### src/rtl/conv_pkg.sv
// rtl/conv_pkg.sv - shared constants and arithmetic helpers for the row convolution PE
package conv_pkg;

    localparam int PAD_ZERO = 0;
    localparam int PAD_REPL = 1;

    function automatic int acc_width(input int data_w, input int coef_w, input int kernel_w);
        return data_w + coef_w + 1 + $clog2(kernel_w);
    endfunction

    // Clamp a signed sum into the unsigned pixel range [0, 2^data_w-1].
    function automatic logic [31:0] saturate(input logic signed [31:0] v, input int data_w);
        logic signed [31:0] max_v;
        max_v = (32'sd1 <<< data_w) - 32'sd1;
        if (v < 0)
            return '0;
        else if (v > max_v)
            return max_v;
        else
            return v;
    endfunction

endpackage

### src/rtl/row_conv_mac.sv
// rtl/row_conv_mac.sv - three-stage product / adder-tree / normalise pipeline
module row_conv_mac
    import conv_pkg::*;
#(
    parameter int                          DATA_W     = 8,
    parameter int                          KERNEL_W   = 7,
    parameter int                          COEF_W     = 5,
    parameter logic [KERNEL_W*COEF_W-1:0]  WEIGHTS    = '0,
    parameter int                          NORM_SHIFT = 5
) (
    input  logic                         i_clk,
    input  logic                         i_rst,
    input  logic [KERNEL_W*DATA_W-1:0]   i_win,
    input  logic                         i_launch,
    input  logic                         i_eor,
    input  logic                         i_adv,
    output logic                         o_vld,
    output logic                         o_eor,
    output logic [DATA_W-1:0]            o_data
);

    localparam int PROD_W = DATA_W + COEF_W + 1;
    localparam int ACC_W  = acc_width(DATA_W, COEF_W, KERNEL_W);

    logic signed [PROD_W-1:0] prod_c [KERNEL_W];
    logic signed [PROD_W-1:0] prod_q [KERNEL_W];
    logic signed [PROD_W-1:0] px_ext;
    logic signed [PROD_W-1:0] cf_ext;
    logic signed [ACC_W-1:0]  sum_c;
    logic signed [ACC_W-1:0]  acc_q;
    logic signed [ACC_W-1:0]  acc_sh;
    logic                     vld1, eor1, vld2, eor2;

    // Pixels enter as unsigned, so they are zero-extended before the signed multiply.
    always_comb begin
        px_ext = '0;
        cf_ext = '0;
        for (int j = 0; j < KERNEL_W; j++) begin
            px_ext    = PROD_W'({1'b0, i_win[j*DATA_W +: DATA_W]});
            cf_ext    = PROD_W'($signed(WEIGHTS[j*COEF_W +: COEF_W]));
            prod_c[j] = px_ext * cf_ext;
        end
    end

    always_comb begin
        sum_c = '0;
        for (int j = 0; j < KERNEL_W; j++)
            sum_c = sum_c + ACC_W'(prod_q[j]);
    end

    assign acc_sh = acc_q >>> NORM_SHIFT;

    always_ff @(posedge i_clk) begin
        if (i_rst) begin
            vld1   <= 1'b0;
            eor1   <= 1'b0;
            vld2   <= 1'b0;
            eor2   <= 1'b0;
            acc_q  <= '0;
            o_vld  <= 1'b0;
            o_eor  <= 1'b0;
            o_data <= '0;
            for (int j = 0; j < KERNEL_W; j++)
                prod_q[j] <= '0;
        end else if (i_adv) begin
            vld1   <= i_launch;
            eor1   <= i_launch && i_eor;
            for (int j = 0; j < KERNEL_W; j++)
                prod_q[j] <= prod_c[j];
            vld2   <= vld1;
            eor2   <= eor1;
            acc_q  <= sum_c;
            o_vld  <= vld2;
            o_eor  <= eor2;
            o_data <= DATA_W'(saturate(32'(acc_sh), DATA_W));
        end
    end

endmodule

### src/rtl/row_conv_pe.sv
// rtl/row_conv_pe.sv - horizontal "same"-size convolution PE with zero/replicate row padding
module row_conv_pe
    import conv_pkg::*;
#(
    parameter int                          DATA_W     = 8,
    parameter int                          KERNEL_W   = 7,
    parameter int                          COEF_W     = 5,
    parameter logic [KERNEL_W*COEF_W-1:0]  WEIGHTS    = {5'sd7, -5'sd6, 5'sd5, -5'sd4, 5'sd3, -5'sd2, 5'sd1},
    parameter int                          NORM_SHIFT = 5,
    parameter int                          PAD_MODE   = 0
) (
    input  logic               i_clk,
    input  logic               i_rst,
    input  logic               i_vld,
    input  logic               i_eor,
    input  logic [DATA_W-1:0]  i_data,
    output logic               o_rdy,
    output logic               o_vld,
    output logic               o_eor,
    output logic [DATA_W-1:0]  o_data,
    input  logic               i_rdy
);

    localparam int R  = (KERNEL_W - 1) / 2;
    localparam int CW = $clog2(R + 2);
    localparam int FW = $clog2(R + 1);
    localparam logic [CW-1:0] CNT_FULL   = CW'(R + 1);
    localparam logic [FW-1:0] FLUSH_LAST = FW'(R - 1);

    localparam logic [1:0] ST_FILL  = 2'd0;
    localparam logic [1:0] ST_RUN   = 2'd1;
    localparam logic [1:0] ST_FLUSH = 2'd2;

    logic [1:0]                 state;
    logic [CW-1:0]              cnt, cnt_nxt;
    logic [FW-1:0]              fcnt;
    logic [DATA_W-1:0]          sr [KERNEL_W];
    logic [DATA_W-1:0]          pad_reg, pad_px, pad_first, push_px;
    logic [KERNEL_W*DATA_W-1:0] win;
    logic                       win_vld, win_eor;
    logic                       adv, accept, first, push, launch, flush_last;

    always_comb begin
        adv        = !o_vld || i_rdy;
        o_rdy      = adv && (state != ST_FLUSH);
        accept     = o_rdy && i_vld;
        first      = accept && (state == ST_FILL) && (cnt == '0);
        push       = accept || (adv && (state == ST_FLUSH));
        pad_px     = (PAD_MODE == PAD_REPL) ? pad_reg : '0;
        pad_first  = (PAD_MODE == PAD_REPL) ? i_data : '0;
        push_px    = accept ? i_data : pad_px;
        cnt_nxt    = first ? CW'(1) : ((cnt == CNT_FULL) ? cnt : cnt + 1'b1);
        // A window is complete once R pixels have arrived past its centre.
        launch     = push && (cnt_nxt == CNT_FULL);
        flush_last = (state == ST_FLUSH) && (fcnt == FLUSH_LAST);
    end

    always_comb begin
        win = '0;
        for (int i = 0; i < KERNEL_W; i++)
            win[i*DATA_W +: DATA_W] = sr[i];
    end

    always_ff @(posedge i_clk) begin
        if (i_rst) begin
            state   <= ST_FILL;
            cnt     <= '0;
            fcnt    <= '0;
            pad_reg <= '0;
            win_vld <= 1'b0;
            win_eor <= 1'b0;
            for (int i = 0; i < KERNEL_W; i++)
                sr[i] <= '0;
        end else if (adv) begin
            win_vld <= launch;
            win_eor <= push && flush_last;
            if (push) begin
                for (int i = 1; i < KERNEL_W; i++)
                    sr[i] <= first ? pad_first : sr[i-1];
                sr[0] <= push_px;
                cnt   <= cnt_nxt;
            end
            case (state)
                ST_FILL: begin
                    if (accept && i_eor) begin
                        state   <= ST_FLUSH;
                        pad_reg <= i_data;
                        fcnt    <= '0;
                    end else if (accept && (cnt_nxt == CNT_FULL)) begin
                        state <= ST_RUN;
                    end
                end
                ST_RUN: begin
                    if (accept && i_eor) begin
                        state   <= ST_FLUSH;
                        pad_reg <= i_data;
                        fcnt    <= '0;
                    end
                end
                ST_FLUSH: begin
                    if (flush_last) begin
                        state <= ST_FILL;
                        cnt   <= '0;
                    end else begin
                        fcnt <= fcnt + 1'b1;
                    end
                end
                default: state <= ST_FILL;
            endcase
        end
    end

    row_conv_mac #(
        .DATA_W     (DATA_W),
        .KERNEL_W   (KERNEL_W),
        .COEF_W     (COEF_W),
        .WEIGHTS    (WEIGHTS),
        .NORM_SHIFT (NORM_SHIFT)
    ) u_mac (
        .i_clk    (i_clk),
        .i_rst    (i_rst),
        .i_win    (win),
        .i_launch (win_vld),
        .i_eor    (win_eor),
        .i_adv    (adv),
        .o_vld    (o_vld),
        .o_eor    (o_eor),
        .o_data   (o_data)
    );

endmodule

### config.mk
export PLATFORM = sky130hd
export DESIGN_NAME = row_conv_pe
export DESIGN_NICKNAME = d
export VERILOG_FILES = /design/src/rtl/conv_pkg.sv /design/src/rtl/row_conv_mac.sv /design/src/rtl/row_conv_pe.sv
export SDC_FILE = /design/constraint.sdc
export NUM_CORES = 1
export LEC_CHECK = 0
export ABC_AREA = 0
export CAP_MARGIN = 0
export CORE_ASPECT_RATIO = 0.7
export CORE_MARGIN = 2
export CORE_UTILIZATION = 25
export CTS_CLUSTER_DIAMETER = 60
export CTS_CLUSTER_SIZE = 28
export DETAILED_ROUTE_END_ITERATION = 6
export SETUP_SLACK_MARGIN = 0.15
export SYNTH_ARGS = -nofsm -noshare
export SYNTH_HDL_FRONTEND = slang
export SYNTH_SLANG_ARGS = --single-unit
### constraint.sdc
create_clock -name i_clk -period 7 [get_ports i_clk]
set_input_delay 1.4 -clock i_clk [delete_from_list [all_inputs] [get_ports i_clk]]
set_output_delay 1.4 -clock i_clk [all_outputs]
set_load 0.005 [all_outputs]
Yosys cells after proc, flatten, opt, wreduce, memory -nomap -nowiden:

Memory sizes are Yosys's and may differ from the RTL's.
Cells that the tools add are included.
W data, S select, Z words.

* bits in registers: 40
* bits in latches: 0
* RAM bits: 154
* ROM bits: 0
* input port bits: 13
* output and inout bits: 11
* word-level logic and storage cells: 121
* memories kept: 2

Memories
* u_mac.prod_q: depth 7, width 14, read ports 7, clocked after Yosys merged registers in 0, write ports 7, line row_conv_mac.sv:26 `logic signed [PROD_W-1:0] prod_q [KERNEL_W];`
* sr: depth 7, width 8, read ports 7, clocked after Yosys merged registers in 0, write ports 7, line row_conv_pe.sv:37 `logic [DATA_W-1:0] sr [KERNEL_W];`

* add/sub/neg operators: 10
* $mul: 4
* divide/modulo/power cells: 0
* order comparisons: 2
* eq/ne operators: 11
* shift-type cells: 0
* mux-type cells: 45
* bitwise logic cells: 14
* reductions and logical operators: 20

Operators by type and width (count)
* $mux W8: 16
* $mux W14: 7
* $add A17 B14 Y17: 4
* $mul A8 B3 Y11 const B: 2
* $add A15 B14 Y16: 1
* $add A14 B14 Y15: 1
* $mux W3: 5
* $or A1 B1 Y1: 14
* $neg A8 Y13: 1
* $gt A12 B9 Y1 const B: 1
* $lt A12 B1 Y1 const B: 1
* $mul A9 B3 Y12 const B: 1
* $mux W2: 6
* $neg A8 Y12: 1
* $logic_and A1 B1 Y1: 11
* $mul A8 B2 Y10 const B: 1
* $mux W1: 9
* $ne A2 B2 Y1 const B: 4
* $reduce_and A4 Y1: 2
* $eq A3 B3 Y1 const B: 2
* $pmux W2 S3: 1
* $eq A2 B2 Y1 const B: 2
* $pmux W2 S2: 1
* $add A3 B1 Y3 const B: 1
* 10 further kinds: 11

Depth between registers and ports, before layout:

* depth in word-level cells: 12
* mapped depth: 21
* gate-level depth less buffers: 20

Modules after synthesis:

From an unflattened synthesis, not the netlist that was laid out.

* cells, all modules: 921
* area total of the unflattened synthesis: 10214.8 um2

Modules (own cells, without submodules)
* row_conv_mac: times used 1, cells each 711, area an instance 7484.7 um2, sequential area each 2802.7 um2
* row_conv_pe: times used 1, cells each 210, area an instance 2730.1 um2, sequential area each 1781.7 um2

Least setup slack after synthesis:

OpenSTA, ideal clock, no wires.

* path kind: flip-flop to flip-flop
* start: memory u_mac.prod_q[0][2] (netlist name)
* end: register u_mac.acc_q[13]
* setup time: 119 ps
* data arrival time: 5103 ps
* required time: 6881 ps
* path slack: 1778 ps
* cell stages (with the launch flop): 21
* buffers on the path: 0
* period minus slack after synthesis: 5222 ps
* cell sequence: edfxtp_1 fa_1 ha_1 a21o_1 a211oi_1 o21ai_1 a31o_1 a21oi_1 xnor2_1 fa_1 fa_1 inv_1 fa_1 inv_1 ha_1 a21oi_1 a21boi_0 o21a_1 o22ai_1 xor2_1 o21ai_1

RTL lines
* from (decl): line row_conv_mac.sv:26
* to (signal assigned): line row_conv_mac.sv:72 `acc_q <= sum_c;`
* to (decl): line row_conv_mac.sv:30 `logic signed [ACC_W-1:0] acc_q;`

==> reports/results.txt <==
port bufs: 23
via count: 6437
Avg Cell Area, Syn: 10.9 sq um
final period utilization: 84.5%
Final Max Slew Viols: 0
Final Util: 29.0%
Vias/cell: 4.28
CTS Hold Bufs: 0
met1 WL: 11400 um
post-route ant nets: 0
Total Routing Usage GR: 10.2%
htree depth: 4
Initial Util: 25.5%
area share of the largest cell type after synthesis: 36.6%
Yosys warning count: 0
total power: 3.54 mW
TritonRoute pass-1 iters: 5
crit-path cells: fa_1, ha_1, a21o_1, a211oi_1, o21ai_1, a31o_1, a21oi_1, xnor2_1, fa_1, fa_1, inv_1, fa_1, inv_1, ha_1, a21oi_1, a21boi_0, o21a_1, o22ai_1, xor2_1, o21ai_1
I/O pin count: 24
layout cell share with drive strength beyond 1: 5.68%
Post-route DRC: 0
Hold WS: 0.442 ns
Area Overhead vs Synth: 13.8%
Detailed Place HPWL: 15200 um
CP Max Fanout: 6
sequential-to-total area share from yosys stat: 45.0%
Max-cap violations: 0
CP peak stage delay: 0.54 ns
CTS clock-pin slew for the worst setup and hold paths: 0.06 ns
clk sinks: 167
number of synthesized flops with an enable pin: 124
Tightest Pin Transition: 0.979 ns
Worst Hold Depth: 2
most numerous cell in the Yosys netlist: edfxtp_1
maximum vdd drop: 0.195 mV
gpl congestion: 0.786
CTS Buf Count: 17
Hold Violations, Final: 0
post-cts resize count: 0
CTS Buffer Depth: 2
reg2reg setup slack: 1.09 ns
Setup Skew: 0.0123 ns
critical path's most frequent cell: fa_1
GRT overflow: 0
Relative slew margins: 34.5%
Skew-Pair Late Insertion Delay: 0.45 ns
CP Data Arrival Time: 6.24 ns
Lkg Pwr: 4.91 nW
Cells after Synth: 932
height of the die: 173 um
CP Capture Type: flip-flop
Worst R2R Path Depth: 20
setup repair after global routing missed its margin: false
asr flop ratio synth: 0%
synthesized cell area: 10200 sq um
Fillers: 4072
Commonest cells post-synth: edfxtp_1, inv_1, ha_1
number of global-route vias before repair: 6350
pwr/cell area: 305 nW/um^2
Worst EP required: 7.32 ns
ys flop type: edfxtp_1
status: complete, no violations
largest area contributor in the netlist: edfxtp_1
syn_nets: 1089
Max Fclk: 169 MHz
uppermost layer routed: met4
Die ar.: 42400 sq um
Min Clock Period, post-route: 5.91 ns
root buffer cell: clkbuf_16
routed wl met2: 8360 um
top post-synthesis cells by area: edfxtp_1, ha_1, fa_1
Hold WC Path Type: flip-flop to flip-flop
initial drt markers: 455
largest net degree at the start of global routing: 49
WL met3: 711 um
Worst setup SP type: flip-flop
post-DR wirelength/cell: 13.7 um
first-pass GRT wire length: 33800 um
CTS tree: built
fin nets: 1112
setup TNS: 0 ns
# setup viols final: 0
Yosys reg bits: 167
Routed WL: 20700 um
post-CTS setup buffers: 0
library cells used by synthesis: 59
Ant. Diodes: 0
die width: 245 um
Setup Crit Path Kind: flip-flop to flip-flop
slowest stage cell, crit path: fa_1
# rows: 61
initial antenna violation count: 0
core area: 39900 sq um
-- layer usage --
| layer | global-route usage, % | vias up |
|---|---|---|
| met1 | 15.8 | 3071 |
| met2 | 13.7 | 84 |
| met5 | 0 | - |
| li1 | - | 3267 |
| met3 | 2.78 | 15 |
| met4 | 2.54 | 0 |
-- cells by family (layout without fill, tap and decap cells) --
logic type                 count (synthesis)  count (layout)  synth area share, %
and+or+nand+nor                          278             278                 13.7
AOI/OAI and AO/OA                        172             172                 10.9
DFF                                      167             167                 45.0
adders and majority gates                144             144                 21.5
buffers and inverters                    122             158                 4.73
xor gates and xnor gates                  45              45                 3.87
muxes                                      4               4                0.393
-- flip-flops by register name (all words and copies together) (netlist names) --
register and cells:
u_mac.vld1 1, u_mac.o_eor 1, u_mac.o_vld 1, sr 56
win_vld 1, win_eor 1, u_mac.vld2 1, fcnt 2
u_mac.prod_q 76, u_mac.eor2 1, state 2, u_mac.acc_q 12
cnt 3, u_mac.o_data 8, u_mac.eor1 1
-- metrics by stage --
stage               setup slack [ns]  std cells  instance area, sq um
floorplan                       1.78        932                 10200
global placement                1.22       1471                 11000
detailed placement              1.21       1471                 11000
CTS                             1.16       1503                 11600
global route                   0.811       1503                 11600
finish                          1.09       1503                 11600
-- cell usage in the layout (no fill, tap or decap), drive strengths merged, types with 3 or more instances in the layout --
cell / synthesis / routed
a21o: 12 / 12
dfxtp: 43 / 43
a211o: 5 / 5
mux2i: 4 / 4
nand3b: 5 / 5
a21boi: 3 / 3
a211oi: 7 / 7
o211ai: 4 / 4
buf: 15 / 8
xnor2: 27 / 27
o21bai: 5 / 5
xor2: 18 / 18
nand2b: 7 / 7
o31a: 3 / 3
clkinvlp: 0 / 3
a21oi: 65 / 65
clkinv: 0 / 7
a22o: 6 / 6
clkbuf: 12 / 18
nor3: 26 / 26
nor2b: 15 / 15
nor2: 83 / 83
edfxtp: 124 / 124
o21a: 8 / 8
a31oi: 5 / 5
or3: 4 / 4
and2: 68 / 68
clkdlybuf4s50: 0 / 23
o21ai: 34 / 34
fa: 51 / 51
ha: 93 / 93
nand3: 3 / 3
inv: 95 / 98
nand2: 54 / 54
o22ai: 5 / 5
-- final timing paths --
check | from | to
setup / recovery | u_mac.prod_q[0][2] | u_mac.acc_q[13]
hold / removal | u_mac.acc_q[15] | u_mac.acc_q[15]
setup reg to reg | u_mac.prod_q[0][2] | u_mac.acc_q[13]
hold reg to reg | u_mac.acc_q[15] | u_mac.acc_q[15]
-- area by class of cell --
| cell class | count | area (sq um) | share of cell area (%) |
|---|---|---|---|
| clock buffer | 18 | 429 | 3.70 |
| timing repair buffer | 31 | 290 | 2.51 |
| multi-input combinational | 643 | 5130 | 44.3 |
| tap | 535 | 669 | 5.78 |
| sequential | 167 | 4580 | 39.6 |
| clock inverter | 14 | 126 | 1.09 |
| inverter | 95 | 357 | 3.08 |
-- worst max-delay path: cells and delay by family, from the launching register on --
kind,cells,cell delay [ns]
AO/OA/AOI/OAI,10,2.25
buffers and inverters,2,0.11
adder cells (fa/ha/maj),6,2.73
flip-flops,1,0.41
XOR/XNOR,2,0.31
-- power by group --
part           switching (mW)  leakage [nW]  total [mW]  internal (mW)
logic                   0.766          2.86        1.36          0.594
clock network           0.415         0.263       0.906          0.491
registers              0.0796          1.79        1.27           1.19
total                    1.26          4.91        3.54           2.28
Note: power is estimated with default switching activity, not from simulation.
